### src/rtl/video_pkg.sv
// Shared video-path types: CRAM geometry, the CRAM write beat and the write-arbiter grant state.
package video_pkg;
  localparam int CRAM_AW = 8;
  localparam int CRAM_DW = 15;

  typedef struct packed {
    logic [CRAM_AW-1:0] addr;
    logic [CRAM_DW-1:0] data;
  } cram_wr_t;

  typedef enum logic [1:0] {ARB_IDLE, ARB_DMA, ARB_CPU} arb_state_t;
endpackage

### src/rtl/cram_wr_arb_if.sv
// Bundle of the CPU strobe, DMA handshake and CRAM write port around cram_wr_arb.
interface cram_wr_arb_if #(parameter int FIFO_DEPTH = 4);
  import video_pkg::*;
  localparam int CNT_W = $clog2(FIFO_DEPTH) + 1;

  logic               cpu_we;
  logic [CRAM_AW-1:0] cpu_addr;
  logic [CRAM_DW-1:0] cpu_data;
  logic               dma_req;
  logic [CRAM_AW-1:0] dma_addr;
  logic [CRAM_DW-1:0] dma_data;
  logic               dma_ack;
  logic               blank;
  logic               ovf_clr;
  logic               cram_we;
  logic [CRAM_AW-1:0] cram_addr;
  logic [CRAM_DW-1:0] cram_data;
  logic               cpu_ovf;
  logic [CNT_W-1:0]   fifo_cnt;
  arb_state_t         state;

  modport master (
    output cpu_we, cpu_addr, cpu_data, dma_req, dma_addr, dma_data, blank, ovf_clr,
    input  dma_ack, cram_we, cram_addr, cram_data, cpu_ovf, fifo_cnt, state
  );

  modport slave (
    input  cpu_we, cpu_addr, cpu_data, dma_req, dma_addr, dma_data, blank, ovf_clr,
    output dma_ack, cram_we, cram_addr, cram_data, cpu_ovf, fifo_cnt, state
  );
endinterface

### src/rtl/cram_wr_fifo.sv
// Synchronous FIFO of CRAM write beats; a push into a full FIFO is accepted when a pop frees the slot.
module cram_wr_fifo
  import video_pkg::*;
#(
  parameter int DEPTH = 4
) (
  input  logic                     clk,
  input  logic                     rst,
  input  logic                     push,
  input  cram_wr_t                 wdata,
  input  logic                     pop,
  output cram_wr_t                 rdata,
  output logic                     full,
  output logic                     empty,
  output logic [$clog2(DEPTH):0]   count
);
  localparam int PTR_W = $clog2(DEPTH);
  localparam int CNT_W = PTR_W + 1;

  cram_wr_t           mem [DEPTH];
  logic [PTR_W-1:0]   wr_ptr;
  logic [PTR_W-1:0]   rd_ptr;
  logic               push_ok;
  logic               pop_ok;

  assign full    = (count == CNT_W'(DEPTH));
  assign empty   = (count == '0);
  assign pop_ok  = pop && !empty;
  assign push_ok = push && (!full || pop_ok);
  assign rdata   = mem[rd_ptr];

  always_ff @(posedge clk) begin
    if (rst) begin
      wr_ptr <= '0;
      rd_ptr <= '0;
      count  <= '0;
    end else begin
      if (push_ok) wr_ptr <= wr_ptr + 1'b1;
      if (pop_ok)  rd_ptr <= rd_ptr + 1'b1;
      count <= count + CNT_W'(push_ok) - CNT_W'(pop_ok);
    end
  end

  always_ff @(posedge clk) begin
    if (push_ok) mem[wr_ptr] <= wdata;
  end
endmodule

### src/rtl/cram_wr_arb.sv
// Palette CRAM write-port arbiter: buffered Z80 writes vs. bounded DMA bursts, one registered write per clk.
// Define CRAM_BLANK_WR_EN to restrict grants to blanking periods.
module cram_wr_arb
  import video_pkg::*;
#(
  parameter int FIFO_DEPTH = 4,
  parameter int DMA_BURST  = 8
) (
  input  logic            clk,
  input  logic            rst,
  cram_wr_arb_if.slave    bus
);
  cram_wr_t   cpu_wr;
  cram_wr_t   fifo_head;
  logic       fifo_full;
  logic       fifo_empty;
  logic       gate;
  logic       burst_hit;
  logic       grant_dma;
  logic       grant_cpu;
  logic       ovf_set;
  logic [7:0] burst_cnt;

`ifdef CRAM_BLANK_WR_EN
  assign gate = bus.blank;
`else
  assign gate = 1'b1;
`endif

  assign cpu_wr    = {bus.cpu_addr, bus.cpu_data};
  assign burst_hit = !fifo_empty && (burst_cnt == 8'(DMA_BURST));
  // Reset suppresses every grant so nothing leaks out during the reset cycle.
  assign grant_dma = gate && !rst && bus.dma_req && !burst_hit;
  assign grant_cpu = gate && !rst && !fifo_empty && !grant_dma;
  assign ovf_set   = bus.cpu_we && fifo_full && !grant_cpu;
  assign bus.dma_ack = grant_dma;

  cram_wr_fifo #(.DEPTH(FIFO_DEPTH)) u_fifo (
    .clk   (clk),
    .rst   (rst),
    .push  (bus.cpu_we && !rst),
    .wdata (cpu_wr),
    .pop   (grant_cpu),
    .rdata (fifo_head),
    .full  (fifo_full),
    .empty (fifo_empty),
    .count (bus.fifo_cnt)
  );

  always_ff @(posedge clk) begin
    if (rst) begin
      bus.state     <= ARB_IDLE;
      burst_cnt     <= '0;
      bus.cram_we   <= 1'b0;
      bus.cram_addr <= '0;
      bus.cram_data <= '0;
      bus.cpu_ovf   <= 1'b0;
    end else begin
      bus.cram_we <= grant_dma || grant_cpu;
      if (grant_dma) begin
        bus.cram_addr <= bus.dma_addr;
        bus.cram_data <= bus.dma_data;
      end else if (grant_cpu) begin
        bus.cram_addr <= fifo_head.addr;
        bus.cram_data <= fifo_head.data;
      end

      if (grant_dma)      bus.state <= ARB_DMA;
      else if (grant_cpu) bus.state <= ARB_CPU;
      else                bus.state <= ARB_IDLE;

      // Only DMA beats taken while CPU writes wait count toward the burst limit.
      if (grant_cpu || fifo_empty) burst_cnt <= '0;
      else if (grant_dma)          burst_cnt <= burst_cnt + 8'd1;

      if (ovf_set)          bus.cpu_ovf <= 1'b1;
      else if (bus.ovf_clr) bus.cpu_ovf <= 1'b0;
    end
  end
endmodule

### src/flat_wrapper.sv
// flat-port wrapper written by rule: the top's interface ports become plain ports
module cram_wr_arb_flat import video_pkg::*;
#(
  parameter int FIFO_DEPTH = 4,
  parameter int DMA_BURST  = 8
)
  (clk, rst, bus_cpu_we, bus_cpu_addr, bus_cpu_data, bus_dma_req, bus_dma_addr, bus_dma_data, bus_blank, bus_ovf_clr, bus_dma_ack, bus_cram_we, bus_cram_addr, bus_cram_data, bus_cpu_ovf, bus_fifo_cnt, bus_state);
  cram_wr_arb_if #(.FIFO_DEPTH(FIFO_DEPTH)) bus_i ();
  input  logic clk;
  input  logic rst;
  input wire logic [$bits(bus_i.cpu_we)-1:0] bus_cpu_we;
  input wire logic [$bits(bus_i.cpu_addr)-1:0] bus_cpu_addr;
  input wire logic [$bits(bus_i.cpu_data)-1:0] bus_cpu_data;
  input wire logic [$bits(bus_i.dma_req)-1:0] bus_dma_req;
  input wire logic [$bits(bus_i.dma_addr)-1:0] bus_dma_addr;
  input wire logic [$bits(bus_i.dma_data)-1:0] bus_dma_data;
  input wire logic [$bits(bus_i.blank)-1:0] bus_blank;
  input wire logic [$bits(bus_i.ovf_clr)-1:0] bus_ovf_clr;
  output wire logic [$bits(bus_i.dma_ack)-1:0] bus_dma_ack;
  output wire logic [$bits(bus_i.cram_we)-1:0] bus_cram_we;
  output wire logic [$bits(bus_i.cram_addr)-1:0] bus_cram_addr;
  output wire logic [$bits(bus_i.cram_data)-1:0] bus_cram_data;
  output wire logic [$bits(bus_i.cpu_ovf)-1:0] bus_cpu_ovf;
  output wire logic [$bits(bus_i.fifo_cnt)-1:0] bus_fifo_cnt;
  output wire logic [$bits(bus_i.state)-1:0] bus_state;
  assign bus_i.cpu_we = bus_cpu_we;
  assign bus_i.cpu_addr = bus_cpu_addr;
  assign bus_i.cpu_data = bus_cpu_data;
  assign bus_i.dma_req = bus_dma_req;
  assign bus_i.dma_addr = bus_dma_addr;
  assign bus_i.dma_data = bus_dma_data;
  assign bus_i.blank = bus_blank;
  assign bus_i.ovf_clr = bus_ovf_clr;
  assign bus_dma_ack = bus_i.dma_ack;
  assign bus_cram_we = bus_i.cram_we;
  assign bus_cram_addr = bus_i.cram_addr;
  assign bus_cram_data = bus_i.cram_data;
  assign bus_cpu_ovf = bus_i.cpu_ovf;
  assign bus_fifo_cnt = bus_i.fifo_cnt;
  assign bus_state = bus_i.state;
  cram_wr_arb #(.FIFO_DEPTH(FIFO_DEPTH), .DMA_BURST(DMA_BURST)) u_core (.clk(clk), .rst(rst), .bus(bus_i));
endmodule
### config.mk
export PLATFORM = sky130hd
export DESIGN_NAME = cram_wr_arb_flat
export DESIGN_NICKNAME = d
export VERILOG_FILES = /design/src/rtl/video_pkg.sv /design/src/rtl/cram_wr_arb_if.sv /design/src/rtl/cram_wr_fifo.sv /design/src/rtl/cram_wr_arb.sv /design/src/flat_wrapper.sv
export SDC_FILE = /design/constraint.sdc
export NUM_CORES = 1
export LEC_CHECK = 0
export CAP_MARGIN = 20
export CORE_MARGIN = 2
export CORE_UTILIZATION = 55
export CTS_BUF_LIST = sky130_fd_sc_hd__clkbuf_4 sky130_fd_sc_hd__clkbuf_8 sky130_fd_sc_hd__clkbuf_16
export DETAILED_ROUTE_END_ITERATION = 16
export PLACE_DENSITY = 0.89
export SYNTH_ARGS = -nofsm -noshare
export SYNTH_HDL_FRONTEND = slang
export SYNTH_SLANG_ARGS = --single-unit
### constraint.sdc
create_clock -name clk -period 7.31 [get_ports clk]
set_clock_uncertainty 0.05 [all_clocks]
set_input_delay 1.0965 -clock clk [delete_from_list [all_inputs] [get_ports clk]]
set_output_delay 1.0965 -clock clk [all_outputs]
set_load 0.03 [all_outputs]
# After elaboration in Yosys (flattened, before gate mapping)
# Memory sizes are Yosys's and may differ from the RTL's. A register that Yosys moved wholly into a read port is not among the register bits.
# Index checks and enable logic that the tools add are counted.
# totals
register_bits	42
mem_bits_rw	92
out_inout_bits	31
word_cells	54
n_memories	1
# classes
n_addsub	5
eq_ne	2
n_mux	12
n_reduce_logical	24
# mem_list
memory	depth	width	rd	rd_ports_with_merged_regs	wr	line	text
u_core.u_fifo.mem	4	23	1	1	1	cram_wr_fifo.sv:20	cram_wr_t mem [DEPTH];
# op_table
op	count
$mux 15	2
$mux 8	2
$logic_and 1x1->1	10
$add 8x1->8 const B	1
$eq 8x4->1 const B	1
$logic_not 1->1	6
$mux 2	3
$mux 1	5
$add 2x1->2 const B	2
$reduce_bool 2->1	2
$reduce_or 2->1	2
$add 3x1->3	1
$eq 3x3->1 const B	1
$logic_not 3->1	1
$logic_or 1x1->1	3
$sub 3x1->3	1

# Logic depth before layout (Yosys ltp)
# logic_depth
word_depth	12
depth_mapped	13

# Cells and area by module
# Synthesis repeated with hierarchy kept, for this count alone.
# hier_totals
cells_unflattened	326
hier_area_um2	5496.5
# by_module_without_submodules
mod	instances	cells_each	area_per_inst_um2	seq_area_each_um2
cram_wr_fifo	1	167	3881.2	2942.8
cram_wr_arb	1	159	1615.3	700.7

# Least setup slack after synthesis
# Ideal clock, no wire load.
# synth_path
kind	input port to flip-flop
startpoint	in rst
endpoint	reg u_core.u_fifo.count[2]
setup_time_ns	0.129
arrival_ns	3.214
required_time_ns	7.131
slack_ns	3.917
cell_stages	12
n_path_buf	3
cell_sequence	clkbuf_1 > nand2b_1 > a31oi_4 > buf_6 > buf_2 > nor3_1 > ha_1 > inv_1 > ha_1 > fa_1 > xnor2_1 > nor2_1
# synth_via
elab_chain_cells	10
# synth_rtl
item	line	text
start: declaration	flat_wrapper.sv:10	input logic rst;
$logic_not 1->1 *	cram_wr_arb.sv:33	assign grant_dma = gate && !rst && bus.dma_req && !burst_hit;
$logic_and 1x1->1 * (2 in a row)	cram_wr_arb.sv:33	
named net bus_dma_ack	flat_wrapper.sv:19	output wire logic [$bits(bus_i.dma_ack)-1:0] bus_dma_ack;
$logic_not 1->1 *	cram_wr_arb.sv:34	assign grant_cpu = gate && !rst && !fifo_empty && !grant_dma;
$logic_and 1x1->1 *	cram_wr_arb.sv:34	
$logic_and 1x1->1 *	cram_wr_fifo.sv:28	assign pop_ok = pop && !empty;
named net u_core.u_fifo.pop_ok	cram_wr_fifo.sv:24	logic pop_ok;
$logic_or 1x1->1	cram_wr_fifo.sv:29	assign push_ok = push && (!full || pop_ok);
$logic_and 1x1->1	cram_wr_fifo.sv:29	
$add 3x1->3	cram_wr_fifo.sv:40	count <= count + CNT_W'(push_ok) - CNT_W'(pop_ok);
$sub 3x1->3 *	cram_wr_fifo.sv:40	
end signal: assignment	cram_wr_fifo.sv:40	
end: declaration	cram_wr_fifo.sv:15	output logic [$clog2(DEPTH):0] count
# The timed path passes the listed nets; every way through them passes the cells marked *.
# A chain may end at the register's enable or synchronous reset.

# Final worst setup path
# layout_path
startpoint	in rst
endpoint	out bus_dma_ack
# layout_via
elab_chain_cells	3
# layout_rtl
item	line
$logic_not 1->1	cram_wr_arb.sv:33
$logic_and 1x1->1 (2 in a row)	cram_wr_arb.sv:33
end: declaration	flat_wrapper.sv:19
# No other way between the ends.

==> impl_results.md <==
- Num CTS Buffers: 17
- Pwr/cell area: 358 mW/mm2
- Via count: approximately 3,300
- Post-synthesis simple-gate area fraction: 0.0987
- Top-count cell post-synth: edfxtp_1
- Largest area contributor in the netlist: edfxtp_1
- Hold path depth: 2
- NumNets Final: approximately 500
- Setup violators final: 0
- CTS tree: built
- Mapped Area: between 0.005 and 0.006 mm2
- Maximum clock frequency: roughly 0.22 GHz
- Outcome: complete, no violations
- Placer Congestion: 0.732
- CP Max Fanout: 50
- Die area: 0.0105 mm2
- CTS resizes: 0
- Ys async rst share: 0
- CTS Sinks: 136
- Layout area overhead: 30.3%
- Die width: 103 um
- RSZ-0062 raised after global routing: no
- Sequential fraction of the synthesis area: 0.682
- CP arrival: around 3.4 ns
- Detail Placement HPWL: 6.63 mm
- Worst-margin pin slew: roughly 0.85 ns
- Tmin final: 4.58 ns
- Mux cell area share after synthesis: 0.105
- Hold Crit Class: reg2reg
- I/O pin count: 83
- Ratio of cells with drive above 1 in the final layout: 0.160
- # H-tree levels: 4
- Initial Utilization: 0.572
- Setup TNS: 0 ns
- Top post-synthesis cells by area: edfxtp_1 52%, dfxtp_1 16%, mux4_2 9.7%
- WS Path Type: in2out
- Max_slew headroom: 0.432
- Avg WL per Cell: 20.0 um
- Yosys Warn Count: 0
- GRT Overall Usage: 0.232
- CP Data Required Time: between 6 and 7 ns
- Part of the cycle the worst path needs: 0.627
- HP Start: u_core.bus.cram_data[1]
- Peak VDD IR: about 0.23 mV
- Post-Syn Instances: 347
- Hold endpoint: u_core.bus.cram_data[1]
- Largest net degree at the start of global routing: 51
- Sequential power share: 0.404
- Skew-Pair Late Insertion Delay: around 0.52 ns
- Worst reg2reg path depth: 12
- Fill cells: around 540
- DRT Pass-1 Iters: 4
- Switching power: between 0.6 and 0.7 mW
- Cells after DPL: between 500 and 600
- Number of global-route vias before repair: 3,347
- Antenna violations before repair: 1
- Critical path startpoint category: primary input
- Placeable Area: approximately 0.0093 mm2
- Syn Nets: 408
- CP Capture Type: primary output
- WL final: roughly 12 mm
- Synth cell types: 36
- Initial drt markers: 181
- Max clock buf depth: 2
- R2R setup slack: between 4 and 5 ns
- First-pass GRT wire length: 17.5 mm
- Post-CTS setup buffer count: 0
- Slew Limit Fails: 0
- Final hold violations: 0
- Hold_buf cts: 0
- Switch share: 0.280
- EDFF count, synth: 92
- Via-to-Cell Ratio: 5.65
- Reg-to-reg startpoint: u_core.burst_cnt[0]
- Combinational fraction of design power: 0.237
- Compound-cell area share of the yosys netlist: 0.0541
- Yosys top cell area share: 0.517
- Yosys reg bits: roughly 140
- Internal power: ~1.8 mW
- Ant diodes: 0
- GR Overflow Total: 0
- CTS Root Cell: clkbuf_8
- Clock Power Share: 0.360
- Std-Cell Rows: 35
- Clock slew at reported path FFs: 0.06 ns
- Leakage: 2.39 nW
- DRC violations left: 0
- Antenna viol nets, final: 0
- Area share of fa/ha/maj cells after synthesis: 0.0225
- Synth Flop Type: edfxtp_1
- Largest family of logic cells by synthesized area: multiplexers
- Cell Count, Final, Fillers Out: 578
- Max Cap Viol: 0
- Synth Area in XOR/XNOR: 0.0131
- Top cells by count, synth: 92 x edfxtp_1, 44 x dfxtp_1, 41 x nand2_1
- Die Ht: 103 um
- FF-to-FF End: u_core.u_fifo.count[2]
- Mapped Avg Cell Area: ~15 um2
- Port Buffers: 81
layout by cell type, fill, tap and decap left out, drive strengths merged, types with 3 or more instances in the layout:
cell type	Yosys	layout
a211oi	3	3
clkinv	0	4
buf	10	8
ha	8	8
nand2	41	41
clkbuf	9	23
inv	11	11
bufinv	0	4
or3	4	4
mux4	23	23
clkdlybuf4s50	0	81
nor3	4	4
edfxtp	92	92
dfxtp	44	44
nor2b	3	3
o21ai	3	3
xor2	5	5
nand2b	21	21
o221ai	20	20
mux2i	3	3
nor2	14	14
and2	4	4
xnor2	3	3
nand3	5	5
a21oi	7	7
power groups by stage:
stage          Clock, mW  Combinational (mW)  Sequential [mW]
2_1_floorplan          0               0.304             1.07
6_report           0.896               0.590             1.01
5_1_grt            0.937               0.624             1.02
3_5_place_dp           0               0.571             1.02
4_1_cts            0.903               0.582             1.01
3_3_place_gp           0               0.540             1.02
final cells by class:
class                   instances  area [um2]  area share
clock inverters                 9         148      0.0212
repair buffers                 89         911       0.131
well taps                     129         161      0.0232
multi-input cells             181        1580       0.227
inverters                      11        41.3     0.00594
flip-flops and latches        136        3640       0.524
clock buffers                  23         472      0.0678
how the worst max path moves through the flow:
| stage | from | to | slack (ns) |
|---|---|---|---|
| after detailed placement | rst | bus_dma_ack | 2.74 |
| after CTS | rst | bus_dma_ack | 2.74 |
| after floorplan | rst | u_core.u_fifo.count[2] | 3.92 |
| after global routing | rst | bus_dma_ack | 2.59 |
| after global placement | rst | bus_dma_ack | 2.81 |
| final | rst | bus_dma_ack | 2.73 |
routing by layer:
layer  track usage  up-vias  routed length [um]  share of wire
li1              -     1483                   -              -
met1         0.285     1620                4580           0.40
met2         0.386      132                5830           0.50
met3        0.0814       27                 914          0.079
met4        0.0821        2                 240          0.021
met5             0        -                  11        0.00095
critical path: stages:
cell and delay [ns]:
clkdlybuf4s50_1 0.41, buf_4 0.26, nand2b_1 0.26, a31oi_4 0.15, buf_4 0.47, clkdlybuf4s50_1 0.78
sequential cells by signal (all words and copies together), names as in the netlist, named ones only:
register,count
u_core.bus.cram_we,1
u_core.bus.cpu_ovf,1
u_core.u_fifo.count,3
u_core.u_fifo.mem,92
u_core.burst_cnt,8
u_core.u_fifo.rd_ptr,2
u_core.bus.cram_data,15
u_core.u_fifo.wr_ptr,2
u_core.bus.cram_addr,8
u_core.bus.state,2
cell families after synthesis:
logic type	count (synthesis)
simple gates	101
compound gates	36
fa+ha+maj	9
mux	27
buf+inv	30
xor+xnor	8
flops	136
per-stage QoR:
stage | util | power (mW) | area [um2] | worst slack [ns] | hold slack, ns
detailed placement | 0.676 | 1.59 | 6310 | 2.74 | 0.441
global placement | 0.673 | 1.56 | 6280 | 2.81 | 0.415
floorplan | - | 1.37 | 5340 | 3.92 | 0.398
finish | 0.746 | 2.49 | 6950 | 2.73 | 0.461
CTS | 0.743 | 2.50 | 6930 | 2.74 | 0.460
global route | 0.746 | 2.59 | 6950 | 2.59 | 0.468
(Power assumes the default switching activity.)
